## src/rtl/mem_pkg.sv

```systemverilog
// mem_pkg: shared encodings for the data-memory path.
//   MEMOP_*     : memop field encodings (also used by the controller decode)
//   mau_state_t : mem_access_unit FSM states
//   mau_illegal : accept-time legality check (alignment, opcode, store width)
package mem_pkg;

    localparam logic [2:0] MEMOP_B  = 3'b000;
    localparam logic [2:0] MEMOP_H  = 3'b001;
    localparam logic [2:0] MEMOP_W  = 3'b010;
    localparam logic [2:0] MEMOP_BU = 3'b100;
    localparam logic [2:0] MEMOP_HU = 3'b101;

    typedef enum logic [2:0] {
        MAU_IDLE = 3'd0,
        MAU_RD   = 3'd1,
        MAU_WAIT = 3'd2,
        MAU_WR   = 3'd3,
        MAU_RESP = 3'd4
    } mau_state_t;

    // Unsigned sub-word ops exist only for loads; misaligned h/w are rejected.
    function automatic logic mau_illegal(input logic we, input logic [2:0] memop,
                                         input logic [1:0] lane);
        case (memop)
            MEMOP_B:  return 1'b0;
            MEMOP_H:  return lane[0];
            MEMOP_W:  return lane != 2'b00;
            MEMOP_BU: return we;
            MEMOP_HU: return we | lane[0];
            default:  return 1'b1;
        endcase
    endfunction

endpackage

```

## src/rtl/lane_align.sv

```systemverilog
// lane_align: combinational byte/half lane steering for a 32-bit word RAM.
//   word      in  32 : word read from RAM
//   wdata     in  32 : store data (low byte/half used for sub-word stores)
//   lane      in  2  : byte address bits [1:0]
//   memop     in  3  : access size/sign encoding
//   load_val  out 32 : extracted and extended load value
//   store_word out 32: word with only the addressed byte/half replaced
module lane_align
    import mem_pkg::*;
(
    input  logic [31:0] word,
    input  logic [31:0] wdata,
    input  logic [1:0]  lane,
    input  logic [2:0]  memop,
    output logic [31:0] load_val,
    output logic [31:0] store_word
);

    logic [7:0]  byte_v;
    logic [15:0] half_v;

    always_comb begin
        byte_v = word[7:0];
        case (lane)
            2'd0: byte_v = word[7:0];
            2'd1: byte_v = word[15:8];
            2'd2: byte_v = word[23:16];
            2'd3: byte_v = word[31:24];
            default: byte_v = word[7:0];
        endcase
        half_v = lane[1] ? word[31:16] : word[15:0];

        load_val = word;
        case (memop)
            MEMOP_B:  load_val = {{24{byte_v[7]}}, byte_v};
            MEMOP_H:  load_val = {{16{half_v[15]}}, half_v};
            MEMOP_BU: load_val = {24'd0, byte_v};
            MEMOP_HU: load_val = {16'd0, half_v};
            default:  load_val = word;
        endcase

        store_word = word;
        case (memop)
            MEMOP_B: begin
                case (lane)
                    2'd0: store_word[7:0]   = wdata[7:0];
                    2'd1: store_word[15:8]  = wdata[7:0];
                    2'd2: store_word[23:16] = wdata[7:0];
                    2'd3: store_word[31:24] = wdata[7:0];
                    default: store_word = word;
                endcase
            end
            MEMOP_H: begin
                if (lane[1]) store_word[31:16] = wdata[15:0];
                else         store_word[15:0]  = wdata[15:0];
            end
            default: store_word = wdata;
        endcase
    end

endmodule

```

## src/rtl/mem_access_unit.sv

```systemverilog
// mem_access_unit: load/store sequencer for a word-wide RAM without byte enables.
//   clk, rst_n           : clock, async active-low reset
//   req/we/memop/addr/wdata : request, sampled only in IDLE
//   busy, done, err, rdata  : CPU-side status/result (done is a 1-cycle pulse)
//   mem_addr/mem_rd_en/mem_wr_en/mem_wdata/mem_rdata : RAM port
// Sub-word stores are read-modify-write; word stores write directly.
module mem_access_unit
    import mem_pkg::*;
#(
    parameter int MEM_AW = 15,
    parameter int RD_LAT = 1
) (
    input  logic              clk,
    input  logic              rst_n,
    input  logic              req,
    input  logic              we,
    input  logic [2:0]        memop,
    input  logic [31:0]       addr,
    input  logic [31:0]       wdata,
    output logic              busy,
    output logic              done,
    output logic [31:0]       rdata,
    output logic              err,
    output logic [MEM_AW-1:0] mem_addr,
    output logic              mem_rd_en,
    output logic              mem_wr_en,
    output logic [31:0]       mem_wdata,
    input  logic [31:0]       mem_rdata
);

    localparam logic [1:0] LAST = 2'(RD_LAT - 1);

    mau_state_t  state;
    logic        we_q;
    logic        err_q;
    logic [2:0]  op_q;
    logic [1:0]  lane_q;
    logic [1:0]  cnt;
    logic [31:0] load_val;
    logic [31:0] store_word;

    logic unused_addr_hi;
    assign unused_addr_hi = ^addr[31:MEM_AW+2];

    // mem_wdata doubles as the store-data holding register until the merge
    // result replaces it at the capture edge.
    lane_align u_align (
        .word       (mem_rdata),
        .wdata      (mem_wdata),
        .lane       (lane_q),
        .memop      (op_q),
        .load_val   (load_val),
        .store_word (store_word)
    );

    always_ff @(posedge clk or negedge rst_n) begin
        if (!rst_n) begin
            state     <= MAU_IDLE;
            we_q      <= 1'b0;
            err_q     <= 1'b0;
            op_q      <= MEMOP_B;
            lane_q    <= 2'd0;
            cnt       <= 2'd0;
            mem_addr  <= '0;
            mem_wdata <= 32'd0;
            rdata     <= 32'd0;
        end else begin
            case (state)
                MAU_IDLE: if (req) begin
                    we_q      <= we;
                    op_q      <= memop;
                    lane_q    <= addr[1:0];
                    mem_addr  <= addr[MEM_AW+1:2];
                    mem_wdata <= wdata;
                    cnt       <= 2'd0;
                    if (mau_illegal(we, memop, addr[1:0])) begin
                        err_q <= 1'b1;
                        state <= MAU_RESP;
                    end else begin
                        err_q <= 1'b0;
                        state <= (we && memop == MEMOP_W) ? MAU_WR : MAU_RD;
                    end
                end
                MAU_RD: state <= MAU_WAIT;
                MAU_WAIT: begin
                    if (cnt == LAST) begin
                        if (we_q) begin
                            mem_wdata <= store_word;
                            state     <= MAU_WR;
                        end else begin
                            rdata <= load_val;
                            state <= MAU_RESP;
                        end
                    end else begin
                        cnt <= cnt + 2'd1;
                    end
                end
                MAU_WR:   state <= MAU_RESP;
                MAU_RESP: state <= MAU_IDLE;
                default:  state <= MAU_IDLE;
            endcase
        end
    end

    assign busy      = (state != MAU_IDLE);
    assign done      = (state == MAU_RESP);
    assign err       = done & err_q;
    assign mem_rd_en = (state == MAU_RD);
    assign mem_wr_en = (state == MAU_WR);

endmodule

```

## config.mk

```make
export PLATFORM = sky130hd
export DESIGN_NAME = mem_access_unit
export DESIGN_NICKNAME = d
export VERILOG_FILES = /design/src/rtl/mem_pkg.sv /design/src/rtl/lane_align.sv /design/src/rtl/mem_access_unit.sv
export SDC_FILE = /design/constraint.sdc
export NUM_CORES = 1
export LEC_CHECK = 0
export CORE_MARGIN = 8
export CORE_UTILIZATION = 48
export DETAILED_ROUTE_END_ITERATION = 8
export GPL_ROUTABILITY_DRIVEN = 0
export GPL_TIMING_DRIVEN = 0
export PLACE_DENSITY = 0.83
export SLEW_MARGIN = 30
export SYNTH_ARGS = -nofsm -noshare
export SYNTH_HDL_FRONTEND = slang
export SYNTH_SLANG_ARGS = --single-unit
```

## constraint.sdc

```tcl
create_clock -name clk -period 4.51 [get_ports clk]
set_clock_uncertainty 0.1 [all_clocks]
set_input_delay 0.902 -clock clk [delete_from_list [all_inputs] [get_ports clk]]
set_output_delay 0.902 -clock clk [all_outputs]
set_load 0.01 [all_outputs]
```

==> metrics.txt, run 1 <==
run status=completed; initial antenna violation count=0; # diodes=0; Worst-path clk slew=0.09 ns; WL met2=8307 um; CTS H-Tree Depth=3; post-synthesis sequential area ratio=0.4687; die height=116.6 um; Setup Buffers After CTS=0; post-synth top area share=0.4687; cts hold-fix bufs=0; Initial DRC Count=414; Slew headroom=0.5888; RSZ-0062 raised after global routing=no; via/cell ratio=5.733; Post-synth EDFFs=0; Final period util=0.6666; min cycle time layout=3.006 ns; die width=116.6 um; Synth area leader=dfrtp_1; dominant register cell in the synthesized netlist=dfrtp_1; DP Area=6765 um^2; full die area=13600 um^2; TritonRoute pass-1 iters=8; Fin. Hold Viols=0; final std cells w/o fill=840; Cell Area, Synth=4858 um^2; Starting Density=0.4948; Setup crit end kind=primary output; worst-case vdd ir drop=0.3738 mV; final setup vio count=0; asr flop ratio synth=1.000; post-detail-place hpwl=13580 um; Synth Register Bits=91; Mapped Cells=519; most common cell after layout, fill and taps aside=clkdlybuf4s50_1; post-cts sizing count=0; Max Fclk=332.6 MHz; setup tns final=0 ns; Pleak=2.856 nW; IO buf count=171; YS warnings=0; clock buffer depth=2; CP Launch Type=flip-flop; CTS root buffer=clkbuf_8; Antenna Nets Post-Route=0; PD cells=706.2 nW/um^2; WL final=17120 um; I/O pin cnt=187; highest metal used=met4; synth top area cells=dfrtp_1 47%, mux2_2 6.3%, nand2_1 5.9%; share of layout cells above drive strength 1=0.09618; Crit path largest cell delay=0.55 ns; core box area=9819 um^2; WL/cell=20.38 um; number of global-route vias before repair=4993; nets=806; Max-cap violations=0; Synth Net Count=623; WP data required=3.51 ns; critical-path cell list=clkbuf_1 > nor2_1 > and3_1 > clkdlybuf4s50_1; Max FO, Critical Path=10; FP Rows=36; total track usage=0.2490; Fillers=793; Avg Synthesized Cell Area=9.361 um^2; via count=4816; largest net degree at the start of global routing=47; Slew Viols, Final=0; CTS tree=yes; Placed Cells=824; Area Overhead vs Synth=43.21%; actual slew at the worst max-slew pin=0.6120 ns; drc violations=0; Slowest-stage cell, CP=clkdlybuf4s50_1; most frequent cells in the layout=170 x clkdlybuf4s50_1, 91 x dfrtp_1, 76 x nand2_1; Remaining Overflow, GRT=0; hold slack=0.3508 ns; first-pass GRT wire length=26010 um; worst hold-check path type=primary input to asynchronous set/reset pin; Setup Crit Path Kind=flip-flop to primary output; final instance area=6958 um^2; Arrival @ worst endpoint=2.00 ns; routed length on met3=1953 um; post-synthesis cell type count=48; Clock Latency Late Sink=0.37 ns; Num CTS Buffers=9; met1 wire length=6250 um; clk sinks=91
==> synth_stat cells (6+ instances only) <==
| master | instances |
|---|---|
| dfrtp_1 | 91 |
| nand2_1 | 76 |
| nor2_1 | 46 |
| a21oi_1 | 41 |
| mux2_2 | 27 |
| o21ai_0 | 26 |
| clkbuf_1 | 23 |
| mux2i_1 | 22 |
| or3_1 | 18 |
| o211ai_1 | 14 |
| nand3_1 | 13 |
| nand2b_1 | 12 |
| nor2b_1 | 12 |
| buf_2 | 9 |
| o22ai_1 | 9 |
| a32o_1 | 8 |
| and3_1 | 8 |
| and3b_1 | 7 |
| a31oi_1 | 6 |
| inv_1 | 6 |
==> worst max-delay path: cells and delay by family (launching register included) <==
family	cells	cell delay (ns)
buf+inv	2	0.77
flops	1	0.45
simple gates	2	0.40
==> logic make-up after synthesis <==
| kind of cell | Yosys count | synth area share |
|---|---|---|
| buffers and inverters | 43 | 0.03889 |
| AOI/OAI and AO/OA | 123 | 0.1635 |
| muxes | 51 | 0.1156 |
| adders and majority gates | 1 | 0.002575 |
| and+or+nand+nor | 210 | 0.2107 |
| DFF | 91 | 0.4687 |
==> report_power, final <==
part	switching (mW)	total (mW)	internal, mW	leakage (nW)
Combinational	1.42	2.84	1.42	1.69
Clock	0.300	0.558	0.259	0.0862
Sequential	0.297	1.52	1.22	1.08
Total	2.02	4.91	2.90	2.86
==> registers in the layout (all words and copies together) (netlist names) <==
register   flops
lane_q         2
state          3
err_q          1
cnt            2
we_q           1
mem_wdata     32
rdata         32
mem_addr      15
op_q           3
==> per-stage QoR <==
step,power (mW),utilization,setup slack [ns]
after floorplan,3.018,-,2.160
after global placement,4.252,0.6860,-0.8178
after detailed placement,4.354,0.6890,1.451
after CTS,4.920,0.7086,1.497
after global routing,5.222,0.7086,1.402
final,4.913,0.7086,1.504
==> worst paths after layout <==
path	start	endpoint	slack, ns	depth (start not counted)
worst max-delay path	state[1]	err	1.50	4
worst min-delay path	rst_n	mem_wdata[24]	0.35	1
worst max register to register	state[2]	mem_wdata[10]	2.20	6
worst min register to register	rdata[8]	rdata[8]	0.40	2
max in group asynchronous	rst_n	op_q[1]	3.37	2
min in group clk	rdata[8]	rdata[8]	0.40	2
==> area by class of cell <==
cell class / instances / area (um^2) / area share
Buffer: 35 / 158.9 / 0.02284
Multi-Input combinational cell: 385 / 2392 / 0.3438
Inverter: 8 / 30.03 / 0.004316
Timing Repair Buffer: 172 / 1740 / 0.2501
Sequential cell: 91 / 2277 / 0.3273
Tap cell: 133 / 166.4 / 0.02392
Clock inverter: 5 / 61.31 / 0.008811
Clock buffer: 11 / 131.4 / 0.01888
==> layer usage <==
layer | vias to the layer above | track usage
met1 | 2307 | 0.2761
met5 | - | 0
li1 | 2203 | -
met4 | 0 | 0.1041
met2 | 255 | 0.4233
met3 | 51 | 0.09204
Power figures use the tool's default switching activity.
==> run 2: changes to the inputs <==
--- a/config.mk
+++ b/config.mk
@@ -6,11 +6,11 @@
 export NUM_CORES = 1
 export LEC_CHECK = 0
 export CORE_MARGIN = 8
-export CORE_UTILIZATION = 48
+export CORE_UTILIZATION = 44
 export DETAILED_ROUTE_END_ITERATION = 8
 export GPL_ROUTABILITY_DRIVEN = 0
 export GPL_TIMING_DRIVEN = 0
-export PLACE_DENSITY = 0.83
+export PLACE_DENSITY = 0.76
 export SLEW_MARGIN = 30
 export SYNTH_ARGS = -nofsm -noshare
 export SYNTH_HDL_FRONTEND = slang
==> constraint.sdc (replaced) <==
create_clock -name clk -period 2.8 [get_ports clk]
set_clock_uncertainty 0.1 [all_clocks]
set_input_delay 0.56 -clock clk [delete_from_list [all_inputs] [get_ports clk]]
set_output_delay 0.56 -clock clk [all_outputs]
set_load 0.01 [all_outputs]
==> metrics.txt, run 2 (synthesized netlist as in run 1, its figures left out) <==
final setup vio count=0 (unchanged); Clock Latency Late Sink=0.36 ns (was 0.37 ns); setup tns final=0 ns (unchanged); PD cells=1125 nW/um^2 (was 706.2 nW/um^2); via/cell ratio=5.610 (was 5.733); most common cell after layout, fill and taps aside=clkdlybuf4s50_1 (unchanged); Area Overhead vs Synth=43.29% (was 43.21%); Starting Density=0.4502 (was 0.4948); Max-cap violations=0 (unchanged); TritonRoute pass-1 iters=5 (was 8); min cycle time layout=2.628 ns; Antenna Nets Post-Route=0 (unchanged); Regs by FF count=mem_wdata x32, rdata x32, mem_addr x15 (unchanged); Num CTS Buffers=9 (unchanged); actual slew at the worst max-slew pin=0.6215 ns (was 0.6120 ns); Initial DRC Count=361 (was 414); final instance area=6962 um^2 (was 6958 um^2); WL final=16980 um (was 17120 um); first-pass GRT wire length=26520 um (was 26010 um); Max Fclk=380.5 MHz; Pleak=2.852 nW (was 2.856 nW); Fillers=926 (was 793); sw frac=0.4150 (was 0.4105); Arrival @ worst endpoint=1.97 ns (was 2.00 ns); via count=4757 (was 4816); nets=807 (was 806); CTS H-Tree Depth=3 (unchanged); number of global-route vias before repair=4911 (was 4993); IO buf count=171 (unchanged); initial antenna violation count=0 (unchanged); total power=7.831 mW (was 4.913 mW); Max FO, Critical Path=10 (unchanged); most frequent cells in the layout=170 x clkdlybuf4s50_1, 91 x dfrtp_1, 76 x nand2_1 (unchanged); Fin. Hold Viols=0 (unchanged); largest net degree at the start of global routing=61 (was 47); Util after Layout=0.6450 (was 0.7086); clock buffer depth=2 (unchanged); Placed Cells=831 (was 824); drc violations=0 (unchanged); die height=121.1 um (was 116.6 um); I/O pin cnt=187 (unchanged); CTS root buffer=clkbuf_8 (unchanged); Reg area=2277 um^2 (unchanged); worst-case vdd ir drop=0.4958 mV (was 0.3738 mV); FP Rows=38 (was 36); core box area=10790 um^2 (was 9819 um^2); die width=121.1 um (was 116.6 um); Setup Crit Path Kind=flip-flop to primary output (unchanged); share of layout cells above drive strength 1=0.09746 (was 0.09618); dpl ws=0.1066 ns (was 1.451 ns); WP data required=2.14 ns (was 3.51 ns); Int Power=4.581 mW (was 2.897 mW); Comb pwr share=0.577 (about the same); Slew headroom=0.5857 (was 0.5888); multi-input combinational cell area=2392 um^2 (unchanged); RSZ-0062 raised after global routing=no (unchanged); run status=completed (unchanged); # diodes=0 (unchanged); Slew Viols, Final=0 (unchanged); final std cells w/o fill=848 (was 840); Remaining Overflow, GRT=0 (unchanged); Switching Power=3.250 mW (was 2.017 mW); post-route setup slack=0.1717 ns (was 1.504 ns); Setup crit end kind=primary output (unchanged); post-detail-place hpwl=13500 um (was 13580 um); total track usage=0.2287 (was 0.2490); Worst-path clk slew=0.09 ns (about the same); CTS tree=yes (unchanged); DP Area=6774 um^2 (was 6765 um^2); CP Launch Type=flip-flop (unchanged); Final period util=0.9387; WL/cell=20.03 um (was 20.38 um); worst hold-check path type=flip-flop to flip-flop (was primary input to asynchronous set/reset pin); hold slack=0.4042 ns (was 0.3508 ns); Reg power frac=0.316 (was 0.309); clock share of power=0.108 (was 0.114); full die area=14660 um^2 (was 13600 um^2); clk sinks=91 (unchanged)
[run 2: cell count changes in the layout (fill, tap and decap cells not counted)]
cell / delta
bufinv_16: -1
clkbuf_1: -1
clkinvlp_4: +1
dlygate4sd3_1: +1
inv_8: +1
[run 2: final timing paths]
check	start	end	slack (ns)	cells after the start
setup / recovery	state[1]	err	0.17	4
hold / removal	rdata[13]	rdata[13]	0.40	2
setup reg to reg	state[0]	mem_wdata[31]	0.51	6
hold reg to reg	rdata[13]	rdata[13]	0.40	2
max in group asynchronous	rst_n	rdata[7]	1.44	3
min in group asynchronous	rst_n	mem_wdata[11]	0.55	2
[run 2: timing repair]
item,CTS,global route
hold endpoints to repair,31,0
hold buffers,1,0
buffers inserted,0,0
gates resized for setup,0,0
setup endpoints to repair,0,0
[run 2: layer usage]
metal	GRT usage	routed length [um]	vias up
li1	-	-	2203
met1	0.2644	6709	2286
met2	0.3748	7928	230
met3	0.08888	1801	38
met4	0.08743	544	0
met5	0	0	-
[run 2: power groups by stage]
stage                     logic, mW  registers, mW  clock network [mW]
after floorplan                2.22           2.64                   0
after detailed placement       4.51           2.49                   0
final                          4.52           2.47               0.843
after global placement         4.41           2.46                   0
after global routing           4.92           2.54               0.912
after CTS                      4.54           2.46               0.857
[run 2: layout make-up]
| class | instances | area share |
|---|---|---|
| Clock buffer | 10 | 0.01833 |
| Sequential cell | 91 | 0.3271 |
| Clock inverter | 6 | 0.007189 |
| Tap cell | 140 | 0.02516 |
| Multi-Input combinational cell | 385 | 0.3436 |
| Buffer | 35 | 0.02283 |
| Inverter | 8 | 0.004313 |
| Timing Repair Buffer | 173 | 0.2514 |
[run 2: critical path, stage by stage, from the launching register on]
cell and delay (ns):
dfrtp_1 0.45, clkbuf_1 0.22, nor2_1 0.19, and3_1 0.18, clkdlybuf4s50_1 0.56
